File: config.mk
export PLATFORM = sky130hd
export DESIGN_NAME = alu_pipe_handshake
export DESIGN_NICKNAME = d
export VERILOG_FILES = /design/src/rtl/alu_pipe_handshake.sv
export SDC_FILE = /design/constraint.sdc
export NUM_CORES = 1
export LEC_CHECK = 0
export BUFFER_PORTS_ARGS = -buffer_cell sky130_fd_sc_hd__buf_2
export CAP_MARGIN = 40
export CORE_MARGIN = 5
export CORE_UTILIZATION = 59
export DETAILED_ROUTE_END_ITERATION = 10
export GPL_TIMING_DRIVEN = 1
export PLACE_DENSITY = 0.81
export SYNTH_ARGS = -nofsm -noshare
export SYNTH_HDL_FRONTEND = slang
export SYNTH_SLANG_ARGS = --single-unit
File: constraint.sdc
create_clock -name clk -period 7.25 [get_ports clk]
set_input_delay 1.0875 -clock clk [delete_from_list [all_inputs] [get_ports clk]]
set_output_delay 1.0875 -clock clk [all_outputs]
set_load 0.02 [all_outputs]
File: src/rtl/alu_pipe_handshake.sv
// Two-stage pipelined N-bit ALU with valid/ready handshakes on both ports.
// S1 holds the accepted operation, S2 holds the computed result and status flags.
module alu_pipe_handshake #(
    parameter int WIDTH     = 32,
    parameter int TAG_WIDTH = 4
) (
    input  logic                 clk,
    input  logic                 reset,
    input  logic                 in_valid,
    output logic                 in_ready,
    input  logic [2:0]           in_command,
    input  logic [WIDTH-1:0]     in_a,
    input  logic [WIDTH-1:0]     in_b,
    input  logic [TAG_WIDTH-1:0] in_tag,
    output logic                 out_valid,
    input  logic                 out_ready,
    output logic [WIDTH-1:0]     out_result,
    output logic                 out_carryout,
    output logic                 out_overflow,
    output logic                 out_zero,
    output logic [TAG_WIDTH-1:0] out_tag
);

    localparam logic [2:0] CMD_ADD  = 3'd0;
    localparam logic [2:0] CMD_SUB  = 3'd1;
    localparam logic [2:0] CMD_XOR  = 3'd2;
    localparam logic [2:0] CMD_SLT  = 3'd3;
    localparam logic [2:0] CMD_AND  = 3'd4;
    localparam logic [2:0] CMD_NAND = 3'd5;
    localparam logic [2:0] CMD_NOR  = 3'd6;

    logic                 s1_valid;
    logic [2:0]           s1_command;
    logic [WIDTH-1:0]     s1_a;
    logic [WIDTH-1:0]     s1_b;
    logic [TAG_WIDTH-1:0] s1_tag;

    logic                 s2_advance;
    logic                 subtract;
    logic [WIDTH-1:0]     eff_b;
    logic [WIDTH:0]       sum;
    logic                 add_ovf;
    logic [WIDTH-1:0]     alu_result;
    logic                 alu_carry;
    logic                 alu_ovf;

    // Handshake: a transfer happens on a port at a rising edge where valid && ready.
    // Producers hold valid and payload until accepted; ready never depends on in_*.
    assign s2_advance = !out_valid || out_ready;
    assign in_ready   = !s1_valid || s2_advance;

    always_comb begin
        subtract   = (s1_command == CMD_SUB) || (s1_command == CMD_SLT);
        eff_b      = subtract ? ~s1_b : s1_b;
        sum        = {1'b0, s1_a} + {1'b0, eff_b} + {{WIDTH{1'b0}}, subtract};
        add_ovf    = (s1_a[WIDTH-1] == eff_b[WIDTH-1]) && (sum[WIDTH-1] != s1_a[WIDTH-1]);
        alu_result = '0;
        alu_carry  = 1'b0;
        alu_ovf    = 1'b0;
        case (s1_command)
            CMD_ADD, CMD_SUB: begin
                alu_result = sum[WIDTH-1:0];
                alu_carry  = sum[WIDTH];
                alu_ovf    = add_ovf;
            end
            // Signed less-than: sign of a-b corrected by overflow.
            CMD_SLT:  alu_result = {{(WIDTH-1){1'b0}}, sum[WIDTH-1] ^ add_ovf};
            CMD_XOR:  alu_result = s1_a ^ s1_b;
            CMD_AND:  alu_result = s1_a & s1_b;
            CMD_NAND: alu_result = ~(s1_a & s1_b);
            CMD_NOR:  alu_result = ~(s1_a | s1_b);
            default:  alu_result = s1_a | s1_b;
        endcase
    end

    always_ff @(posedge clk or posedge reset) begin
        if (reset) begin
            s1_valid   <= 1'b0;
            s1_command <= '0;
            s1_a       <= '0;
            s1_b       <= '0;
            s1_tag     <= '0;
        end else if (in_ready) begin
            s1_valid <= in_valid;
            if (in_valid) begin
                s1_command <= in_command;
                s1_a       <= in_a;
                s1_b       <= in_b;
                s1_tag     <= in_tag;
            end
        end
    end

    always_ff @(posedge clk or posedge reset) begin
        if (reset) begin
            out_valid    <= 1'b0;
            out_result   <= '0;
            out_carryout <= 1'b0;
            out_overflow <= 1'b0;
            out_zero     <= 1'b0;
            out_tag      <= '0;
        end else if (s2_advance) begin
            out_valid <= s1_valid;
            if (s1_valid) begin
                out_result   <= alu_result;
                out_carryout <= alu_carry;
                out_overflow <= alu_ovf;
                out_zero     <= (alu_result == '0);
                out_tag      <= s1_tag;
            end
        end
    end

endmodule

## Yosys cells after proc, flatten, opt, wreduce, memory -nomap -nowiden

Cells that the tools add are included.
W data, S select, Z words.

| storage, ports and cells | value |
|---|---|
| input port bits | 75 |
| flip-flop bits (word level) | 112 |
| output and inout bits | 41 |

| cells by class | value |
|---|---|
| reduce and logical (&&, ||, !) cells | 11 |
| bitwise gates (word level) | 7 |
| eq/ne operators | 8 |
| mux-type cells | 4 |
| $add $sub $neg | 2 |

Operator list:

| operator | number |
|---|---|
| $pmux W32 S6 | 1 |
| $not A32 Y32 | 3 |
| $add A32 B32 Y33 | 1 |
| $add A33 B1 Y33 | 1 |
| $and A32 B32 Y32 | 1 |
| $logic_not A32 Y1 | 1 |
| $mux W32 | 1 |
| $or A32 B32 Y32 | 1 |
| $xor A32 B32 Y32 | 1 |
| $eq A3 B3 Y1 const B | 3 |
| $eq A3 B2 Y1 const B | 2 |
| $reduce_and A2 Y1 | 2 |
| $eq A3 B1 Y1 const B | 1 |
| $logic_not A3 Y1 | 1 |
| $logic_or A1 B1 Y1 | 3 |
| $logic_not A1 Y1 | 2 |
| $mux W1 | 2 |
| $reduce_or A2 Y1 | 1 |
| $eq A1 B1 Y1 | 1 |
| $logic_and A1 B1 Y1 | 1 |
| $ne A1 B1 Y1 | 1 |
| $xor A1 B1 Y1 | 1 |

## Logic depth before layout (Yosys ltp)

Gate-level depths: netlist of the first run.

| logic depth | value |
|---|---|
| depth after elaboration | 10 |
| mapped depth | 21 |

## Worst setup path before layout of the first run

No wires, ideal clock.

| timing path | value |
|---|---|
| kind | reg2reg |
| from | register s1_command[0] |
| to | register out_zero |
| setup slack | 1.247 ns |
| data arrival time | 5.900 ns |
| buffers on the path | 6 |
| cell stages (with the launch flop) | 21 |
| data required time | 7.147 ns |
| library setup time | 0.103 ns |
| path through | dfrtp_1 > buf_2 > buf_2 > buf_1 > buf_2 > buf_1 > nand2_1 > buf_1 > xnor2_1 > fa_1 > a21o_1 > a2111oi_4 > o21ai_2 > a211o_2 > a211o_1 > xor2_1 > a222oi_1 > nand4b_1 > or4_1 > or4_1 > o41ai_2 |

| on the way | value |
|---|---|
| cells in the longest elaborated chain, start to end | 10 |
| elaborated cells between the ends (all ways) | 18 |
| classes of those cells | add/sub: 2; eq/ne: 8; mux: 2; bitwise: 1; reduce/logical: 5 |

Ends and longest elaborated chain:

| what | line | RTL |
|---|---|---|
| start, declared | 33 | `logic [2:0] s1_command;` |
| start signal, assigned | 86 | `s1_command <= in_command;` |
| $eq A3 B1 Y1 / $eq A3 B2 Y1 (equally long branches) | 53, 60 |  |
| $logic_or A1 B1 Y1 | 53 | `subtract = (s1_command == CMD_SUB) \|\| (s1_command == CMD_SLT);` |
| $mux W32 | 54 | `eff_b = subtract ? ~s1_b : s1_b;` |
| $add A32 B32 Y33 | 55 | `sum = {1'b0, s1_a} + {1'b0, eff_b} + {{WIDTH{1'b0}}, subtract};` |
| $add A33 B1 Y33 | 55 |  |
| $ne A1 B1 Y1 | 56 | `add_ovf = (s1_a[WIDTH-1] == eff_b[WIDTH-1]) && (sum[WIDTH-1] != s1_a[WIDTH-1]);` |
| $logic_and A1 B1 Y1 | 56 |  |
| $xor A1 B1 Y1 | 67 | `CMD_SLT: alu_result = {{(WIDTH-1){1'b0}}, sum[WIDTH-1] ^ add_ovf};` |
| $pmux W32 S6 (*) | 60 | `case (s1_command)` |
| $logic_not A32 Y1 (*) | 108 | `out_zero <= (alu_result == '0);` |
| end signal, assigned | 108 |  |
| end, declared | 20 | `output logic out_zero,` |

Mark *: on every way between the ends. The rest lies on a longest branch, timed or not.
A chain may end at the register's enable or synchronous reset.

## Worst setup path in the final report of the first run

| timing path | value |
|---|---|
| from | register s1_command[2] |
| to | register out_zero |

The elaborated chain is that of the path after synthesis.

==> results.cfg, run 1 <==
[placement]
place_congestion = 0.963
dp.cells = 1140
placed_cell_area_mm2 = 0.00928
dp_slack_ns = 2.02
port_buffers = 115
hpwl_mm = 14.7

[synth]
syn_inst = 872
syn_nets = 1045
synth.area.top_cells = dfrtp_1 (33%), ha_1 (14%), mux2_2 (11%)
synth-main-ff-cell = dfrtp_1
post-synth-top-area-cell = dfrtp_1
synthMostInstantiatedCell = dfrtp_1
synth-edff-count = 0
synth_commonest_cells = dfrtp_1 (112), ha_1 (97), mux2_2 (83)
yosys_warnings = 0
yosysTopAreaCellShare = 0.328
synth-seq-area-share = 0.328
synth_area_mm2 = 0.00853
yosysUniqueCellTypes = 72
synth.avg_cell_area_um2 = 9.79
async_flop_share = 1.00
ys_seq_elements = 112

[setup_path]
reg2reg_to = out_zero
required_ns = 7.51
reg2reg_slack_ns = 1.95
cp.arrival_ns = 5.56
start_kind = flop
path_class = flop to flop
crit_end = out_zero
crit_path_end_kind = flop
crit_start = s1_command[2]
worst-path-max-fanout = 39
reg2reg_depth = 17
regToRegStartpoint = s1_command[2]

[routing]
viasPerCell = 5.96
totalWireLength_mm = 20.6
drtPass1Iterations = 6
routed-via-count = 6891
drc = 0
drt_iter0_drc = 556
ant_nets = 0
avgRoutedWirePerCell_um = 17.8

[clocking]
cts_sinks = 112
ctsHoldBuffers = 0
clkSlewWorstSetupHoldPaths_ns = 0.07
cts_resized = 0
cts_setup_buffers = 0
htreeDepth = 3
clock_latency_ns = 0.36
cts_tree = built
clockRootBuffer = clkbuf_16
clock_path_buffers = 2
cts_made_buffers = 9

[worst_hold_path]
min_path_type = flop to flop
holdCritStartpoint = out_result[12]

[global_route]
grtUsageTotal = 0.251
overflow = 0
grt_max_degree = 65
grt_pass1_wl_mm = 33.9
grt_pass1_vias = 6801
antenna_found_initial = 0

[timing]
rsz0062_at_grt = false
fin_tns_setup_ns = 0
hold_viol = 0
tightest_slew_ns = 0.818
fin_crit_sh = 0.731
skew_ns = 0.00746
layout_min_cycle_time_ns = 5.30
setup_viol = 0
relSlewSlack = 0.453
maxSlewViolCount = 0
finalWorstSetupSlack_ns = 1.95
fmax_ghz = 0.189

[final_layout]
n_fill_cell = 1197
nNetsFinal = 1141
drive_above_1_share = 0.253
final_cell_count_no_fill = 1156
diodes = 0
fin_area_mm2 = 0.00960
syn2layout_area_growth_pct = 12.5

[flow_run]
maxCapViolCount = 0

[die]
rows = 44
io_pins = 116
start_util = 0.594
die_y_um = 130
dieArea_mm2 = 0.0170
die_width_um = 130
design.core.area_mm2 = 0.0144

[power]
leakage_nw = 4.62
vdd_drop_max_mv = 0.217
p_per_area_mw_per_mm2 = 314

[run_status]
status = finished, final reports clean
[area by class of cell]
type                       count  area [µm²]  area share
timing repair buffer         128         686      0.0714
clock buffer                  13         270      0.0281
clock inverter                 2        37.5     0.00391
tap                          184         230      0.0240
multi-input combinational    645        5300       0.552
inverter                      72         273      0.0284
sequential                   112        2810       0.292
[worst min path at each step]
stage | end | cells after the start
floorplan | out_tag[0] | 1
global placement | out_result[8] | 2
detailed placement | out_result[12] | 2
CTS | out_result[12] | 2
global route | out_result[11] | 1
finish | out_result[12] | 2
[placed cells by master, fill, tap and decap left out, types with 27 or more instances in the layout]
cell / Yosys / final
nand2_1: 62 / 60
inv_1: 72 / 71
ha_1: 97 / 97
xnor2_1: 73 / 73
mux2_2: 83 / 83
dfrtp_1: 112 / 110
o21ai_0: 55 / 55
mux2i_1: 27 / 27
a21oi_1: 44 / 44
buf_2: 6 / 115
[power by group]
group | internal [W] | leakage [nW] | switching, W | total (W)
Sequential | 0.000771 | 1.33 | 0.000134 | 0.000905
Clock | 0.000295 | 0.148 | 0.000225 | 0.000520
Combinational | 0.000675 | 3.14 | 0.000910 | 0.00159
[registers in the layout (all words and copies together) (netlist names)]
register,count
out_carryout,1
out_overflow,1
out_result,32
out_tag,4
out_valid,1
out_zero,1
s1_a,32
s1_b,32
s1_command,3
s1_tag,4
s1_valid,1
[layer usage]
layer  vias up  share of wire  GRT usage
li1       3274              -          -
met1      3346           0.44      0.338
met2       231           0.47      0.412
met3        40          0.067     0.0463
met4         0          0.020     0.0844
met5         -              0          0
[cells by family after synthesis]
kind of cell / share of synthesized area
AOI/OAI and AO/OA: 0.152
and+or+nand+nor: 0.0968
buffers and inverters: 0.0515
DFF: 0.328
muxes: 0.141
adders and majority gates: 0.145
xor gates and xnor gates: 0.0852
[critical path, cell delays in order (launching register included)]
cell	delay, ns
dfrtp_1	0.32
buf_4	0.42
inv_1	0.11
nand2_1	0.11
buf_4	0.30
xnor2_1	0.16
fa_1	0.42
a21o_1	0.24
a2111oi_4	0.39
o21ai_2	0.17
a211o_2	0.36
a211o_1	0.28
xor2_1	0.15
a222oi_1	0.34
nand4b_1	0.19
or4_1	0.50
or4_1	0.42
o41ai_2	0.30
[per-stage QoR]
step,utilization,total power [W],hold slack (ns)
finish,0.668,0.00301,0.488
global route,0.668,0.00323,0.511
CTS,0.667,0.00301,0.488
detailed placement,0.646,0.00247,0.472
global placement,0.645,0.00245,0.459
floorplan,-,0.00206,0.475
Power figures use the tool's default switching activity.
==> run 2: changes to the inputs <==
ABC_AREA = 1   (was default)
CORE_UTILIZATION = 60   (was 59)
PLACE_DENSITY = 0.82   (was 0.81)
clock period = 5.1 ns   (was 7.25 ns; I/O delays follow)
==> results.cfg, run 2 <==
[setup_path]
crit_path_end_kind = flop
cp.arrival_ns = 4.13
reg2reg_slack_ns = 1.27
start_kind = flop
crit_family = simple AND/OR/NAND/NOR gates
regToRegStartpoint = s1_command[2]
path_common_cell = nand2_1
crit_path_max_incr_delay_ns = 0.52
crit_buf_inv = 2
reg2reg_to = out_zero
required_ns = 5.40
path_cells = inv_2 > nand3_2 > nand2_1 > buf_4 > xor2_1 > ha_1 > nand2_1 > nor2_1 > nand3_1 > nand2_1 > nand2_1 > nand2_1 > nand2_1 > nand3_1 > nand2_1 > nor2_1 > nand2_1 > nor2_1 > nand3_1 > nor2_1 > nand3_1 > o21bai_1
path_class = flop to flop
cp_slowest_cell = dfrtp_1
reg2reg_depth = 22
worst-path-max-fanout = 17

[routing]
ant_nets = 0
viasPerCell = 5.65
routed-via-count = 8928
totalWireLength_mm = 26.9
avgRoutedWirePerCell_um = 17.0
drc = 0
drt_iter0_drc = 760
drtPass1Iterations = 7

[die]
rows = 44
dieArea_mm2 = 0.0176
start_util = 0.618
design.core.area_mm2 = 0.0146
io_pins = 116
die_width_um = 133
die_y_um = 133

[worst_hold_path]
holdCritStartpoint = s1_tag[3]
hold_path_end = out_tag[3]
worst_hold_path.num_cells = 2
min_path_type = flop to flop

[timing]
skew_ns = 0.0108
relSlewSlack = 0.429
setup_viol = 0
hold_viol = 0
maxSlewViolCount = 0
fin_crit_sh = 0.752
layout_min_cycle_time_ns = 3.83
hold_ws_ns = 0.473
fmax_ghz = 0.261
fin_tns_setup_ns = 0
tightest_slew_ns = 0.857
rsz0062_at_grt = false

[power]
leakage_nw = 5.39
vdd_drop_max_mv = 0.262
p_per_area_mw_per_mm2 = 463

[synth]
synth-seq-area-share = 0.310
synth-main-ff-cell = dfrtp_1
syn_inst = 1300
post-synth-top-area-cell = dfrtp_1
synth_commonest_cells = nand2_1 (304), inv_1 (177), nor2_1 (170)
synth_area_mm2 = 0.00905
yosysTopAreaCellShare = 0.310
synth.avg_cell_area_um2 = 6.96
async_flop_share = 1.00
synth.area.top_cells = dfrtp_1 (31%), ha_1 (13%), nand2_1 (13%)
yosysUniqueCellTypes = 44
synth-edff-count = 0
synthMostInstantiatedCell = nand2_1
syn_nets = 1473
yosys_warnings = 0
ys_seq_elements = 112

[global_route]
grt_pass1_wl_mm = 43.1
overflow = 0
grt_pass1_vias = 8454
grt_max_degree = 90
antenna_found_initial = 0
grtUsageTotal = 0.303

[final_layout]
drive_above_1_share = 0.120
final_common_cell = nand2_1
mostFrequentLayoutCells = nand2_1 (302), inv_1 (176), nor2_1 (170)
nNetsFinal = 1564
largestRegisters = out_result: 32 flops, s1_a: 32 flops, s1_b: 32 flops
syn2layout_area_growth_pct = 10.8
diodes = 0
n_fill_cell = 1318
final_cell_count_no_fill = 1580

[clocking]
cts_tree = built
cts_made_buffers = 9
clock_path_buffers = 2
cts_sinks = 112
htreeDepth = 3
cts_setup_buffers = 0
ctsHoldBuffers = 0
clock_latency_ns = 0.38
clockRootBuffer = clkbuf_16
cts_resized = 0
clkSlewWorstSetupHoldPaths_ns = 0.09

[placement]
hpwl_mm = 20.6
port_buffers = 115
place_congestion = 0.979
dp.cells = 1564

[flow_run]
maxCapViolCount = 0

[run_status]
status = finished, final reports clean
run 2: changes by cell type in the layout (fill, tap and decap cells not counted), moves of 73 or more:
cell     previous run  this run
mux2_2             83         1
nand2_1            60       302
inv_1              71       176
nor2_1             24       170
nand3_1             5        87
xnor2_1            73         0
run 2: how the worst max path moves through the flow:
stage | startpoint | end | depth (start not counted)
floorplan | reset | out_carryout | 1
global placement | s1_command[2] | out_zero | 22
detailed placement | s1_command[2] | out_zero | 22
CTS | s1_command[2] | out_zero | 22
global route | s1_command[2] | out_zero | 22
finish | s1_command[2] | out_zero | 22
run 2: report_power, final:
group | internal (W) | switching (W) | total (W)
combinational | 0.000844 | 0.00175 | 0.00260
clock | 0.000358 | 0.000413 | 0.000771
sequential | 0.00110 | 0.000168 | 0.00127
total | 0.00230 | 0.00234 | 0.00464
run 2: tightest hold or removal path: cells and delay by family, from the launching register on:
family | cells | cell delay, ns
DFF | 1 | 0.35
and+or+nand+nor | 2 | 0.10
run 2: logic make-up (layout without fill, tap and decap cells):
logic type                 count (synthesis)  in the layout  synth area share
adders and majority gates                 98             98             0.136
buffers and inverters                    227            323             0.101
DFF                                      112            112             0.310
xor gates and xnor gates                  31             31            0.0300
AOI/OAI and AO/OA                        217            217             0.137
muxes                                      1              1           0.00124
and+or+nand+nor                          614            614             0.285
run 2: through the flow:
stage	utilization	total power, W	setup slack [ns]	area (µm²)
global route	0.685	0.00500	1.01	10000
finish	0.685	0.00464	1.27	10000
CTS	0.685	0.00461	1.37	10000
floorplan	-	0.00308	1.38	9050
detailed placement	0.663	0.00383	1.44	9710
global placement	0.663	0.00380	1.40	9710
run 2: final cells by class:
cell class              count  area, µm²  area share
multi-input cells         961       5340       0.533
flip-flops and latches    112       2800       0.280
inverters                 183        689      0.0688
repair buffers            124        643      0.0641
well taps                 184        230      0.0230
clock buffers               9        225      0.0225
clock inverters             7       93.8     0.00936
run 2: per-layer routing:
layer | global-route usage | wire [µm] | vias to the layer above
met5 | 0 | 0 | -
met4 | 0.117 | 1070 | 0
met3 | 0.0452 | 1480 | 68
met2 | 0.506 | 12600 | 286
met1 | 0.396 | 11700 | 4185
li1 | - | - | 4389
==> run 3: changes to the inputs <==
clock period = 3.6 ns   (was 5.1 ns; I/O delays follow)
==> results.cfg, run 3 (synthesized netlist as in run 2, its figures left out) <==
[run_status]
status = finished, final reports clean

[clocking]
cts_tree = built
cts_sinks = 112
cts_made_buffers = 9
htreeDepth = 3
clock_latency_ns = 0.37
cts_setup_buffers = 0
clockRootBuffer = clkbuf_16
cts_resized = 0
ctsHoldBuffers = 0
clock_path_buffers = 2
clkSlewWorstSetupHoldPaths_ns = 0.09

[placement]
placed_cell_area_mm2 = 0.00982
hpwl_mm = 21.7
dp_slack_ns = 0.105
dp.cells = 1578
place_congestion = 1.03
port_buffers = 115

[routing]
avgRoutedWirePerCell_um = 17.5
drc = 0
totalWireLength_mm = 28.0
drt_iter0_drc = 805
ant_nets = 0
drtPass1Iterations = 7
viasPerCell = 5.67
routed-via-count = 9045

[timing]
tightest_slew_ns = 0.731
finalWorstSetupSlack_ns = 0.263
maxSlewViolCount = 0
skew_ns = 0.00947
fmax_ghz = 0.300
layout_min_cycle_time_ns = 3.34
fin_crit_sh = 0.927
relSlewSlack = 0.512
setup_viol = 0
hold_ws_ns = 0.210
hold_viol = 0

[die]
design.core.area_mm2 = 0.0146
dieArea_mm2 = 0.0176
die_width_um = 133
io_pins = 116
start_util = 0.618
rows = 44
die_y_um = 133

[setup_path]
start_kind = flop
crit_path_end_kind = flop
cp.arrival_ns = 3.64
reg2reg_depth = 18
worst-path-max-fanout = 18
path_class = flop to flop
reg2reg_slack_ns = 0.26
required_ns = 3.90

[worst_hold_path]
min_path_type = input port to async pin

[power]
p_sw_w = 0.00338
seqPwrFrac = 0.266
leakage_nw = 5.47
p_comb_frac = 0.573
p_per_area_mw_per_mm2 = 659
swShare = 0.501
clkPwrFrac = 0.161
vdd_drop_max_mv = 0.393
p_int_w = 0.00336

[global_route]
grt_max_degree = 70
top_usage_layer = met2
grt_pass1_wl_mm = 44.5
met1_usage = 0.386
grt_pass1_vias = 8702
antenna_found_initial = 0
grtUsageTotal = 0.314
overflow = 0
grt_use_met3 = 0.0513
use_met2 = 0.556

[final_layout]
nNetsFinal = 1578
final_core_util = 0.699
mostFrequentLayoutCells = nand2_1 (297), inv_1 (176), nor2_1 (162)
diodes = 0
final-seq-area_mm2 = 0.00280
syn2layout_area_growth_pct = 13.1
final_cell_count_no_fill = 1594
multi_input_area_mm2 = 0.00542
drive_above_1_share = 0.145
fin_area_mm2 = 0.0102
n_fill_cell = 1253
largestRegisters = out_result: 32 flops, s1_a: 32 flops, s1_b: 32 flops
final_common_cell = nand2_1

[flow_run]
maxCapViolCount = 0
==> run 3: area by class of cell <==
cell class              instances  area share
inverters                     183      0.0674
clock inverters                 7     0.00942
repair buffers                138      0.0751
clock buffers                   9      0.0220
flip-flops and latches        112       0.274
well taps                     184      0.0225
multi-input cells             961       0.530
==> run 3: critical path, stage by stage, from the launching register on <==
cell and delay, ns:
dfrtp_1 0.44, inv_2 0.11, nand3_2 0.10, nand2_2 0.14, buf_12 0.18, xor2_1 0.17, ha_1 0.32, a21oi_1 0.25
o21ai_0 0.18, buf_4 0.18, nand2_1 0.05, nand2_1 0.07, a21oi_1 0.22, nand3_1 0.10, nand3_1 0.11, nand3_1 0.16
nor3_1 0.22, nand4_1 0.12, o21bai_1 0.13
==> run 3: power groups by stage <==
stage	clock, W	combinational (W)	sequential (W)
CTS	0.00110	0.00375	0.00179
global placement	0	0.00369	0.00180
finish	0.00108	0.00387	0.00180
floorplan	0	0.00236	0.00200
detailed placement	0	0.00373	0.00181
global route	0.00115	0.00427	0.00183
==> run 3: per-layer routing <==
layer	share of wire	vias up	wire (µm)
li1	-	4423	-
met1	0.42	4227	11700
met2	0.49	327	13800
met3	0.054	68	1510
met4	0.035	0	969
met5	0	-	0
==> run 3: worst paths after layout <==
check | to | startpoint
max | out_zero | s1_command[2]
min | s1_tag[1] | reset
max reg2reg | out_zero | s1_command[2]
min reg2reg | out_result[23] | out_result[23]
max in group asynchronous | s1_b[17] | reset
min in group clk | s1_tag[3] | in_tag[3]
==> run 3: stage by stage <==
| stage | total power [W] | TNS, ns |
|---|---|---|
| after floorplan | 0.00436 | 0 |
| after global placement | 0.00549 | 0 |
| after detailed placement | 0.00554 | 0 |
| after CTS | 0.00664 | 0 |
| after global routing | 0.00725 | -0.00326 |
| final | 0.00675 | 0 |
